### config.mk
export PLATFORM = sky130hd
export DESIGN_NAME = sd_io_sched
export DESIGN_NICKNAME = d
export VERILOG_FILES = /design/src/rtl/sd_io_sched_pkg.sv /design/src/rtl/sd_io_sched_rr_arbiter.sv /design/src/rtl/sd_io_sched.sv
export SDC_FILE = /design/constraint.sdc
export NUM_CORES = 1
export LEC_CHECK = 0
export ABC_CLOCK_PERIOD_IN_PS = 3500
export BUFFER_PORTS_ARGS = -buffer_cell sky130_fd_sc_hd__buf_2
export CAP_MARGIN = 20
export CORE_ASPECT_RATIO = 1.2
export CORE_UTILIZATION = 46
export CTS_CLUSTER_DIAMETER = 100
export DETAILED_ROUTE_END_ITERATION = 16
export PLACE_DENSITY = 0.81
export SYNTH_ARGS = -nofsm -noshare
export SYNTH_HDL_FRONTEND = slang
export SYNTH_SLANG_ARGS = --single-unit
### constraint.sdc
create_clock -name clk_sys -period 3.5 [get_ports clk_sys]
set_clock_uncertainty 0.1 [all_clocks]
set_input_delay 0.7 -clock clk_sys [delete_from_list [all_inputs] [get_ports clk_sys]]
set_output_delay 0.7 -clock clk_sys [all_outputs]
set_load 0.1 [all_outputs]
### src/rtl/sd_io_sched_pkg.sv
// Shared types, defaults and helpers for the SD sector-path scheduler.
package sd_io_sched_pkg;

    typedef enum logic [2:0] {
        S_IDLE,
        S_ISSUE,
        S_WAIT_ACK,
        S_XFER,
        S_FIN
    } sched_state_t;

    localparam logic [23:0] DEF_TIMEOUT = 24'hFFFFFF;

    // Index following idx in a ring of n drives.
    function automatic logic [1:0] rr_next(input logic [1:0] idx, input int unsigned n);
        if (({30'd0, idx} + 32'd1) >= n) begin
            return 2'd0;
        end
        return idx + 2'd1;
    endfunction

endpackage

### src/rtl/sd_io_sched_rr_arbiter.sv
// Combinational round-robin pick over the per-drive request vector.
module rr_arbiter
    import sd_io_sched_pkg::*;
#(
    parameter int unsigned VDNUM = 3
) (
    input  logic [VDNUM-1:0] req,
    input  logic [1:0]       rr_ptr,
    output logic [1:0]       gnt_idx,
    output logic             gnt_valid
);

    int unsigned      cand;
    logic [VDNUM-1:0] shifted;

    // First requesting drive found when walking the ring from rr_ptr.
    always_comb begin
        gnt_idx   = '0;
        gnt_valid = 1'b0;
        cand      = 0;
        shifted   = '0;
        for (int unsigned k = 0; k < VDNUM; k++) begin
            cand = {30'd0, rr_ptr} + k;
            if (cand >= VDNUM) begin
                cand = cand - VDNUM;
            end
            shifted = req >> cand;
            if (!gnt_valid && shifted[0]) begin
                gnt_valid = 1'b1;
                gnt_idx   = cand[1:0];
            end
        end
    end

endmodule

### src/rtl/sd_io_sched.sv
// Arbitrates per-drive sector requests onto the single hps_io SD path,
// tracks the sd_ack handshake and reports completion / timeout / abort.
module sd_io_sched
    import sd_io_sched_pkg::*;
#(
    parameter int unsigned     VDNUM   = 3,
    parameter int unsigned     TO_W    = 24,
    parameter logic [TO_W-1:0] TIMEOUT = TO_W'(DEF_TIMEOUT)
) (
    input  logic                  clk_sys,
    input  logic                  reset_n,
    input  logic [VDNUM-1:0]      req_valid,
    input  logic [VDNUM-1:0]      req_write,
    input  logic [32*VDNUM-1:0]   req_lba,
    output logic [VDNUM-1:0]      req_ready,
    output logic [VDNUM-1:0]      done,
    output logic [VDNUM-1:0]      err,
    output logic                  busy,
    output logic [1:0]            cur_drv,
    output logic [31:0]           sd_lba,
    output logic [VDNUM-1:0]      sd_rd,
    output logic [VDNUM-1:0]      sd_wr,
    input  logic                  sd_ack,
    input  logic [VDNUM-1:0]      img_mounted
);

    sched_state_t     state;
    logic [1:0]       rr_ptr;
    logic             op_wr;
    logic [TO_W-1:0]  cnt;
    logic [TO_W-1:0]  cnt_inc;
    logic [1:0]       gnt_idx;
    logic             gnt_valid;
    logic [VDNUM-1:0] gnt_oh;
    logic [VDNUM-1:0] drv_oh;
    logic [31:0]      gnt_lba;
    logic             abort;
    logic             timeout;

    rr_arbiter #(
        .VDNUM(VDNUM)
    ) u_arb (
        .req      (req_valid),
        .rr_ptr   (rr_ptr),
        .gnt_idx  (gnt_idx),
        .gnt_valid(gnt_valid)
    );

    assign gnt_oh  = VDNUM'(1) << gnt_idx;
    assign drv_oh  = VDNUM'(1) << cur_drv;
    assign gnt_lba = 32'(req_lba >> {gnt_idx, 5'd0});
    assign cnt_inc = cnt + TO_W'(1);
    assign timeout = (cnt_inc == TIMEOUT);
    assign abort   = |(img_mounted & drv_oh);
    assign busy    = (state != S_IDLE);

    // Scheduler FSM with registered grant, strobe and completion outputs.
    // done/err are loaded on the edge entering FIN so they are visible
    // during the FIN cycle itself.
    always_ff @(posedge clk_sys or negedge reset_n) begin
        if (!reset_n) begin
            state     <= S_IDLE;
            rr_ptr    <= '0;
            op_wr     <= 1'b0;
            cnt       <= '0;
            req_ready <= '0;
            done      <= '0;
            err       <= '0;
            cur_drv   <= '0;
            sd_lba    <= '0;
            sd_rd     <= '0;
            sd_wr     <= '0;
        end else begin
            req_ready <= '0;
            done      <= '0;
            err       <= '0;
            case (state)
                S_IDLE: begin
                    if (gnt_valid) begin
                        cur_drv   <= gnt_idx;
                        sd_lba    <= gnt_lba;
                        op_wr     <= |(req_write & gnt_oh);
                        req_ready <= gnt_oh;
                        state     <= S_ISSUE;
                    end
                end
                S_ISSUE: begin
                    cnt <= '0;
                    if (op_wr) begin
                        sd_wr <= drv_oh;
                    end else begin
                        sd_rd <= drv_oh;
                    end
                    state <= S_WAIT_ACK;
                end
                S_WAIT_ACK: begin
                    cnt <= cnt_inc;
                    if (sd_ack) begin
                        sd_rd <= '0;
                        sd_wr <= '0;
                        state <= S_XFER;
                    end else if (abort || timeout) begin
                        sd_rd <= '0;
                        sd_wr <= '0;
                        done  <= drv_oh;
                        err   <= drv_oh;
                        state <= S_FIN;
                    end
                end
                S_XFER: begin
                    cnt <= cnt_inc;
                    if (!sd_ack) begin
                        done  <= drv_oh;
                        state <= S_FIN;
                    end else if (timeout) begin
                        done  <= drv_oh;
                        err   <= drv_oh;
                        state <= S_FIN;
                    end
                end
                S_FIN: begin
                    rr_ptr <= rr_next(cur_drv, VDNUM);
                    state  <= S_IDLE;
                end
                default: begin
                    state <= S_IDLE;
                end
            endcase
        end
    end

endmodule

==> results of run 1 <==
[state kept, by name, summed over array words and instances (netlist names), 2 cells and up]
name	cells
cur_drv	2
sd_lba	32
err	3
cnt	24
done	3
req_ready	3
sd_rd	3
sd_wr	3
rr_ptr	2
state	3
[logic make-up after synthesis]
logic type / after synthesis / share of synthesized area
adder cells (fa/ha/maj): 8 / 0.0225
flip-flops: 79 / 0.445
AO/OA/AOI/OAI: 172 / 0.251
buffers and inverters: 48 / 0.0414
AND/OR/NAND/NOR: 186 / 0.209
multiplexers: 9 / 0.0217
XOR/XNOR: 5 / 0.00986
[per-layer routing]
| metal | vias to the layer above | share of wire | global-route usage |
|---|---|---|---|
| met4 | 0 | 0.021 | 0.0893 |
| li1 | 2140 | - | - |
| met3 | 22 | 0.067 | 0.0629 |
| met2 | 196 | 0.50 | 0.447 |
| met5 | - | 0 | 0 |
| met1 | 2110 | 0.41 | 0.309 |
[stage by stage]
stage	util	hold WS (ns)	instances
CTS	0.601	0.400	770
finish	0.605	0.142	772
floorplan	-	0.304	507
global placement	0.577	0.380	754
global route	0.605	0.142	772
detailed placement	0.577	0.386	754
[worst max-delay path, stage by stage (launching register included)]
cell,delay (ns)
sky130_fd_sc_hd__dfrtp_1,0.46
sky130_fd_sc_hd__inv_1,0.11
sky130_fd_sc_hd__ha_1,0.42
sky130_fd_sc_hd__mux2i_1,0.32
sky130_fd_sc_hd__o21ai_1,0.11
sky130_fd_sc_hd__a21oi_1,0.19
sky130_fd_sc_hd__o31a_1,0.23
sky130_fd_sc_hd__or2_2,0.58
sky130_fd_sc_hd__a22oi_1,0.23
sky130_fd_sc_hd__a31oi_1,0.20
[layout by cell type (no fill, tap or decap), drive strengths merged, types with 2 or more instances in the layout]
master,instances
nand2,63
a2111oi,2
nand3,15
nor3,3
a22oi,39
nand2b,3
nor4,5
inv,12
buf,165
and2,5
mux2i,4
a211oi,5
a31oi,43
nand4b,2
nor2,48
bufinv,2
nand4,14
or3,7
dfrtp,79
a22o,2
ha,8
nor2b,7
and4,2
mux2,5
nand3b,2
xnor2,4
o21ai,50
clkbuf,10
or2,2
a21oi,20
and3,5
clkinv,4
o31ai,2
[area by class of cell]
type | instances | area, um^2 | share of cell area
well taps | 120 | 150 | 0.0269
clock buffers | 10 | 138 | 0.0246
multi-input cells | 380 | 2300 | 0.412
flip-flops and latches | 79 | 1980 | 0.354
clock inverters | 6 | 83.8 | 0.0150
repair buffers | 165 | 888 | 0.159
inverters | 12 | 45.0 | 0.00807
[worst max-delay path by stage]
stage	startpoint	to	slack, ns	depth (start not counted)
2_1_floorplan	rr_ptr[1]	sd_lba[0]	0.70	12
3_3_place_gp	rr_ptr[1]	sd_lba[9]	0.59	9
3_5_place_dp	rr_ptr[0]	sd_lba[9]	0.50	9
4_1_cts	rr_ptr[1]	sd_lba[9]	0.47	9
5_1_grt	rr_ptr[0]	sd_lba[25]	0.17	10
6_report	rr_ptr[1]	sd_lba[9]	0.45	9
==> results.toml, run 1 <==
[run_status]
status = "finished, final reports clean"

[floorplan]
core.rowCount = 38
core_um2 = 9220
floorplan.die.width_um = 91.7
die_area_um2 = 10100
starting_utilization_of_the_core_area = 0.481
floorplan.die.height_um = 110
ios = 158

[clock_network]
number_of_clock_buffers_inserted_by_tritoncts = 9
post_cts.repair.setup_buffers = 0
tritoncts = "done"
cts-htree-levels = 3
hold_buffers = 0
cts.repair.resized = 0
clk_root_buffer_cell = "sky130_fd_sc_hd__clkbuf_8"
numClockSinks = 79
clkTransAtPathRegs_ns = 0.08
max-clock-path-buffers = 2
worst_skew_pair_latency_ns = 0.35

[worst_setup_path]
path_max_fanout = 35
timing.critical_path.to_type = "flip-flop"
worstSetupStartpointType = "flip-flop"
critPathKind = "flip-flop to flip-flop"
ff2ff_path_depth = 9
timing.reg2reg.setup_slack_ns = 0.45
timing.rr.start = "rr_ptr[1]"
worst-endpoint-required_ns = 3.67
reg2reg_to = "sd_lba[9]"
critical_path_arrival_ns = 3.22

[sta]
setup_viol = 0
min_period_ns = 3.05
worst_slack_ns = 0.453
slew_headroom = 0.377
max_freq_mhz = 328
rsz_0062_raised_after_global_routing = "false"
max_slew_violation_count = 0
hold_viol = 0
timing.final.crit_share = 0.870
timing_worst_slew_pin_value_ns = 0.933
fin_setup_tns_ns = 0

[synth]
synthTopCellsByArea = "sky130_fd_sc_hd__dfrtp_1, sky130_fd_sc_hd__a22oi_1, sky130_fd_sc_hd__a31oi_1, sky130_fd_sc_hd__o21ai_0, sky130_fd_sc_hd__nand2_1"
synth_enable_flop_cells = 0
synthesis.nets = 623
ys.flop_type = "sky130_fd_sc_hd__dfrtp_1"
yosysMostFrequentCell = "sky130_fd_sc_hd__dfrtp_1"
synth.top_cell.area_share = 0.445
ys_async_sr_fraction = 1.00
synth_cells = 507
synth-seq-cells = 79
synth_area_um2 = 4440
yosysUniqueCellTypes = 51
post_synth_most_frequent_cells = "sky130_fd_sc_hd__dfrtp_1, sky130_fd_sc_hd__nand2_1, sky130_fd_sc_hd__o21ai_0"
yosysTopAreaCell = "sky130_fd_sc_hd__dfrtp_1"
syn_avg_cell_area_um2 = 8.76
synth_seq_area_share = 0.445
ys_warn_count = 0

[job]
drv_cap = 0

[final_layout]
syn_to_final_growth_pct = 25.8
stdcell_area_um2 = 5580
post_layout_net_count = 763
post_route_cells_drive_above_1_share = 0.304
fill_cells = 812
antenna_cells_inserted = 0

[global_route]
antenna_found_initial = 0
first_pass_grt_wire_length_um = 20000
overall_global_routing_resource_usage = 0.256
grt_start_max_net_pins = 80
grt_overflow_total = 0
first_global_vias = 4226

[place]
place_congestion = 0.910
pre_cts_setup_slack_ns = 0.499
placed_area_um2 = 5320
portBuffers = 157
hpwl_reported_at_the_end_of_detailed_placement_um = 8930

[route]
drt-vias-per-instance = 5.79
routed_wire_length_per_instance_um = 15.8
detailedRoute.firstIterationViolations = 378
detail_route.drc_violations = 0
vias = 4468
antenna_violating_nets_post_route = 0
drt-pass1-iter-count = 6
total_routed_length_um = 12200

[worst_hold_path]
hold_path.class = "input port to asynchronous set/reset pin"
Power of run 1 is not shown: default switching activity piles up to over one toggle a cycle in this logic, so the estimate is an artifact.
==> run 2, diff against run 1 <==
- CORE_UTILIZATION: 46 -> 50
- PLACE_DENSITY: 0.81 -> 0.86
==> run 2 against run 1 <==
  * Via count is 1.4% higher
  * Global-route usage is 2.2 points higher
  * Final cell count is 0.65% lower
  * Wire length is 0.76% higher
  * Critical path type unchanged
  * Non-clock buffer count is 2 lower
  * Register-to-register slack worse by 0.16 ns
  * Sequential cell count stayed put
  * Design area is 0.69% lower
  * Largest cell class unchanged
  * Sequential share of layout area is 0.25 points higher
  * Clock-buffer cell count is 4 higher
  * Hold slack better by 0.24 ns
==> results.toml, run 2 (synthesis gave the netlist of run 1 again) <==
[worst_setup_path]
worst-endpoint-required_ns = 3.68
path_depth = 9
worstSetupStartpointType = "flip-flop"
critical-path-top-cell-by-count = "sky130_fd_sc_hd__o21ai_0"
crit_path_top_delay_cell = "sky130_fd_sc_hd__and2_2"
critical_path.max_stage_delay_ns = 0.67
ff2ff_path_depth = 9
critPathKind = "flip-flop to flip-flop"
path_cells = "inv_1 > ha_1 > mux2i_1 > o21ai_0 > and4_1 > o21ai_0 > and2_2 > a22oi_1 > a31oi_1"
path_max_fanout = 34
critical_path.top_delay_family = "compound AO/OA/AOI/OAI gates"
critical_path_arrival_ns = 3.39
critical_path.n_buffers_inverters = 1
timing.critical_path.to_type = "flip-flop"

[final_layout]
layout_common_cells = "sky130_fd_sc_hd__buf_2, sky130_fd_sc_hd__dfrtp_1, sky130_fd_sc_hd__nand2_1"
antenna_cells_inserted = 0
syn_to_final_growth_pct = 24.9
top_register = "sd_lba"
layout.cells.most_common = "sky130_fd_sc_hd__buf_2"
post_route_cells_drive_above_1_share = 0.303
top_regs = "sd_lba x32, cnt x24"
post_layout_net_count = 761
largest_register_ff_count = 32

[sta]
max_slew_violation_count = 0
setup_viol = 0
hold_viol = 0
max_freq_mhz = 312
slew_headroom = 0.312
min_period_ns = 3.21
rsz_0062_raised_after_global_routing = "false"
timing_worst_slew_pin_value_ns = 1.03
timing.final.crit_share = 0.916
fin_setup_tns_ns = 0

[clock_network]
max-clock-path-buffers = 2
numClockSinks = 79
post_cts.repair.setup_buffers = 0
number_of_clock_buffers_inserted_by_tritoncts = 9
cts-htree-levels = 3
tritoncts = "done"
cts.repair.resized = 1
worst_skew_pair_latency_ns = 0.36
clk_root_buffer_cell = "sky130_fd_sc_hd__clkbuf_8"
clkTransAtPathRegs_ns = 0.08
hold_buffers = 0

[place]
portBuffers = 157
hpwl_reported_at_the_end_of_detailed_placement_um = 8930
place_congestion = 0.922

[floorplan]
floorplan.die.height_um = 105
starting_utilization_of_the_core_area = 0.516
floorplan.die.width_um = 88.0
core_um2 = 8610
die_area_um2 = 9260
ios = 158
core.rowCount = 37

[run_status]
status = "finished, final reports clean"

[route]
routed_wire_length_per_instance_um = 16.0
detail_route.drc_violations = 0
antenna_violating_nets_post_route = 0
total_routed_length_um = 12300
vias = 4532
drt-pass1-iter-count = 7
drt-vias-per-instance = 5.91
detailedRoute.firstIterationViolations = 353

[global_route]
grt_overflow_total = 0
grt_start_max_net_pins = 80
antenna_found_initial = 0
overall_global_routing_resource_usage = 0.278
first_pass_grt_wire_length_um = 19900
most_crowded_layer_gr = "met2"
first_global_vias = 4185
met1_usage = 0.359
globalRouteMet3Util = 0.0673
use_met2 = 0.446

[worst_hold_path]
hold_path.class = "input port to asynchronous set/reset pin"

[job]
drv_cap = 0
run 2: routing by layer:
layer  part of all wire  up-vias
met2               0.49      248
met3              0.088       38
met5                  0        -
met1               0.39     2105
li1                   -     2141
met4              0.030        0
run 2: layout make-up:
type / count / area [um^2]
Clock buffer: 14 / 193
Clock inverter: 2 / 35.0
Fill cell: 733 / 3070
Inverter: 12 / 45.0
Multi-Input combinational cell: 380 / 2300
Sequential cell: 79 / 1980
Tap cell: 117 / 146
Timing Repair Buffer: 163 / 846
run 2: final timing paths:
kind                           start  slack, ns          to
max                        rr_ptr[1]       0.29  sd_lba[18]
min in group clk_sys         cnt[23]       0.40     cnt[23]
max in group asynchronous    reset_n       2.26   sd_lba[4]
max reg2reg                rr_ptr[1]       0.29  sd_lba[18]
min                          reset_n       0.39  cur_drv[0]
min reg2reg                  cnt[23]       0.40     cnt[23]
run 2: worst register-to-register path: cells and delay by family (launching register included):
kind | cells | cell delay, ns
flops | 1 | 0.45
mux | 1 | 0.20
fa+ha+maj | 1 | 0.43
simple gates | 2 | 0.89
compound gates | 4 | 0.95
buf+inv | 1 | 0.11
run 2: through the flow:
stage	hold WS (ns)	utilization	setup slack, ns	instances	area, um^2
after global placement	0.377	0.617	0.225	751	5320
after floorplan	0.304	-	0.701	507	4440
after CTS	0.395	0.644	0.313	767	5550
after detailed placement	0.381	0.617	-0.0859	751	5320
after global routing	0.431	0.644	0.0728	767	5550
final	0.387	0.644	0.293	767	5550
Power of run 2 is left out for the same reason.
==> run 3, diff against run 2 <==
- CELL_PAD_IN_SITES_DETAIL_PLACEMENT: default -> 0
- CELL_PAD_IN_SITES_GLOBAL_PLACEMENT: default -> 1
- CORE_UTILIZATION: 50 -> 37
- PLACE_DENSITY: 0.86 -> 0.87
==> run 3 against run 2 <==
  * First-iteration DRC count fell by 17%
  * Die area rose by 34%
  * Register-to-register slack improved by 0.10 ns
  * Sequential share of layout area fell by 0.87 points
  * Via count fell by 3.7%
  * Clock-buffer cell count fell by 4
  * Critical path depth rose by 1
  * Maximum frequency rose by 3.3%
  * Final cell count rose by 5.3%
  * Utilization fell by 15 points
  * Setup slack improved by 0.10 ns
  * Critical endpoint is now sd_lba[5]
  * Largest cell class unchanged
==> results.toml, run 3 (synthesis gave the netlist of run 1 again) <==
[run_status]
status = "finished, final reports clean"

[final_layout]
post_layout_net_count = 762
top_regs = "sd_lba x32, cnt x24"
largest_register_ff_count = 32
seqCellArea_um2 = 1980
multi_input_gate_area_um2 = 2300
top_register = "sd_lba"
layout.cells.most_common = "sky130_fd_sc_hd__buf_2"
fill_cells = 1177
post_route_cells_drive_above_1_share = 0.301
layout_common_cells = "sky130_fd_sc_hd__buf_2, sky130_fd_sc_hd__dfrtp_1, sky130_fd_sc_hd__nand2_1"
antenna_cells_inserted = 0
post_layout_cell_count = 808
syn_to_final_growth_pct = 28.0

[clock_network]
clk_root_buffer_cell = "sky130_fd_sc_hd__clkbuf_16"
post_cts.repair.setup_buffers = 0
number_of_clock_buffers_inserted_by_tritoncts = 9
cts-htree-levels = 3
numClockSinks = 79
hold_buffers = 0
tritoncts = "done"
clkTransAtPathRegs_ns = 0.06
cts.repair.resized = 0
worst_skew_pair_latency_ns = 0.33
max-clock-path-buffers = 2

[sta]
timing.final.crit_share = 0.887
slew_headroom = 0.262
setup_viol = 0
rsz_0062_raised_after_global_routing = "false"
max_slew_violation_count = 0
timing_worst_slew_pin_value_ns = 1.11
max_freq_mhz = 322
min_period_ns = 3.10
hold_viol = 0
fin_setup_tns_ns = 0

[floorplan]
core_um2 = 11600
core.rowCount = 43
floorplan.die.width_um = 102
ios = 158
floorplan.die.height_um = 122
starting_utilization_of_the_core_area = 0.382
die_area_um2 = 12400

[job]
drv_cap = 0

[worst_setup_path]
timing.reg2reg.setup_slack_ns = 0.40
worstSetupStartpointType = "flip-flop"
reg2reg_to = "sd_lba[5]"
timing.rr.start = "rr_ptr[0]"
ff2ff_path_depth = 10
timing.critical_path.to_type = "flip-flop"
critical_path_arrival_ns = 3.26
critPathKind = "flip-flop to flip-flop"
worst-endpoint-required_ns = 3.66
path_max_fanout = 34
worstSetupStartpoint = "rr_ptr[0]"
crit_end = "sd_lba[5]"

[route]
antenna_violating_nets_post_route = 0
detail_route.drc_violations = 0
drt-vias-per-instance = 5.40
detailedRoute.firstIterationViolations = 293
total_routed_length_um = 12700
drt-pass1-iter-count = 5
vias = 4366
routed_wire_length_per_instance_um = 15.7

[global_route]
first_global_vias = 4128
grt_overflow_total = 0
first_pass_grt_wire_length_um = 20200
overall_global_routing_resource_usage = 0.210
antenna_found_initial = 0
grt_start_max_net_pins = 80

[place]
post-place-cells = 791
portBuffers = 157
place_congestion = 0.862
hpwl_reported_at_the_end_of_detailed_placement_um = 9160

[worst_hold_path]
hold_path.class = "input port to asynchronous set/reset pin"
[run 3: worst max-delay path: stages, from the launching register on]
cell	delay, ns
sky130_fd_sc_hd__dfrtp_1	0.44
sky130_fd_sc_hd__inv_1	0.14
sky130_fd_sc_hd__ha_1	0.26
sky130_fd_sc_hd__mux2_2	0.37
sky130_fd_sc_hd__mux2i_1	0.31
sky130_fd_sc_hd__and4_1	0.26
sky130_fd_sc_hd__o21ai_0	0.19
sky130_fd_sc_hd__a211oi_4	0.28
sky130_fd_sc_hd__buf_4	0.36
sky130_fd_sc_hd__nand2_1	0.13
sky130_fd_sc_hd__a31oi_1	0.18
[run 3: how the worst min path moves through the flow]
stage / from / end / cells past startpoint
4_1_cts: cnt[23] / cnt[23] / 1
3_3_place_gp: cnt[23] / cnt[23] / 1
2_1_floorplan: reset_n / cnt[0] / 0
5_1_grt: reset_n / done[1] / 1
6_report: reset_n / cnt[15] / 1
3_5_place_dp: cnt[23] / cnt[23] / 1
[run 3: layout make-up]
class	instances	share of cell area
clock buffer	10	0.0403
clock inverter	6	0.0108
inverter	12	0.00792
tap	157	0.0346
sequential	79	0.348
multi-input combinational	380	0.405
timing repair buffer	164	0.154
[run 3: through the flow]
step / setup WS, ns / cell area, um^2 / hold WS [ns] / util
finish: 0.395 / 5680 / 0.0944 / 0.489
global route: 0.206 / 5680 / 0.0864 / 0.489
CTS: 0.397 / 5660 / 0.416 / 0.487
detailed placement: 0.477 / 5370 / 0.381 / 0.462
global placement: 0.652 / 5370 / 0.377 / 0.462
floorplan: 0.701 / 4440 / 0.304 / -
[run 3: layer usage]
layer / track usage / wire (um)
met1: 0.270 / 5270
met2: 0.340 / 6230
met3: 0.0425 / 933
met4: 0.0902 / 245
met5: 0 / 0
Power of run 3 is left out for the same reason.
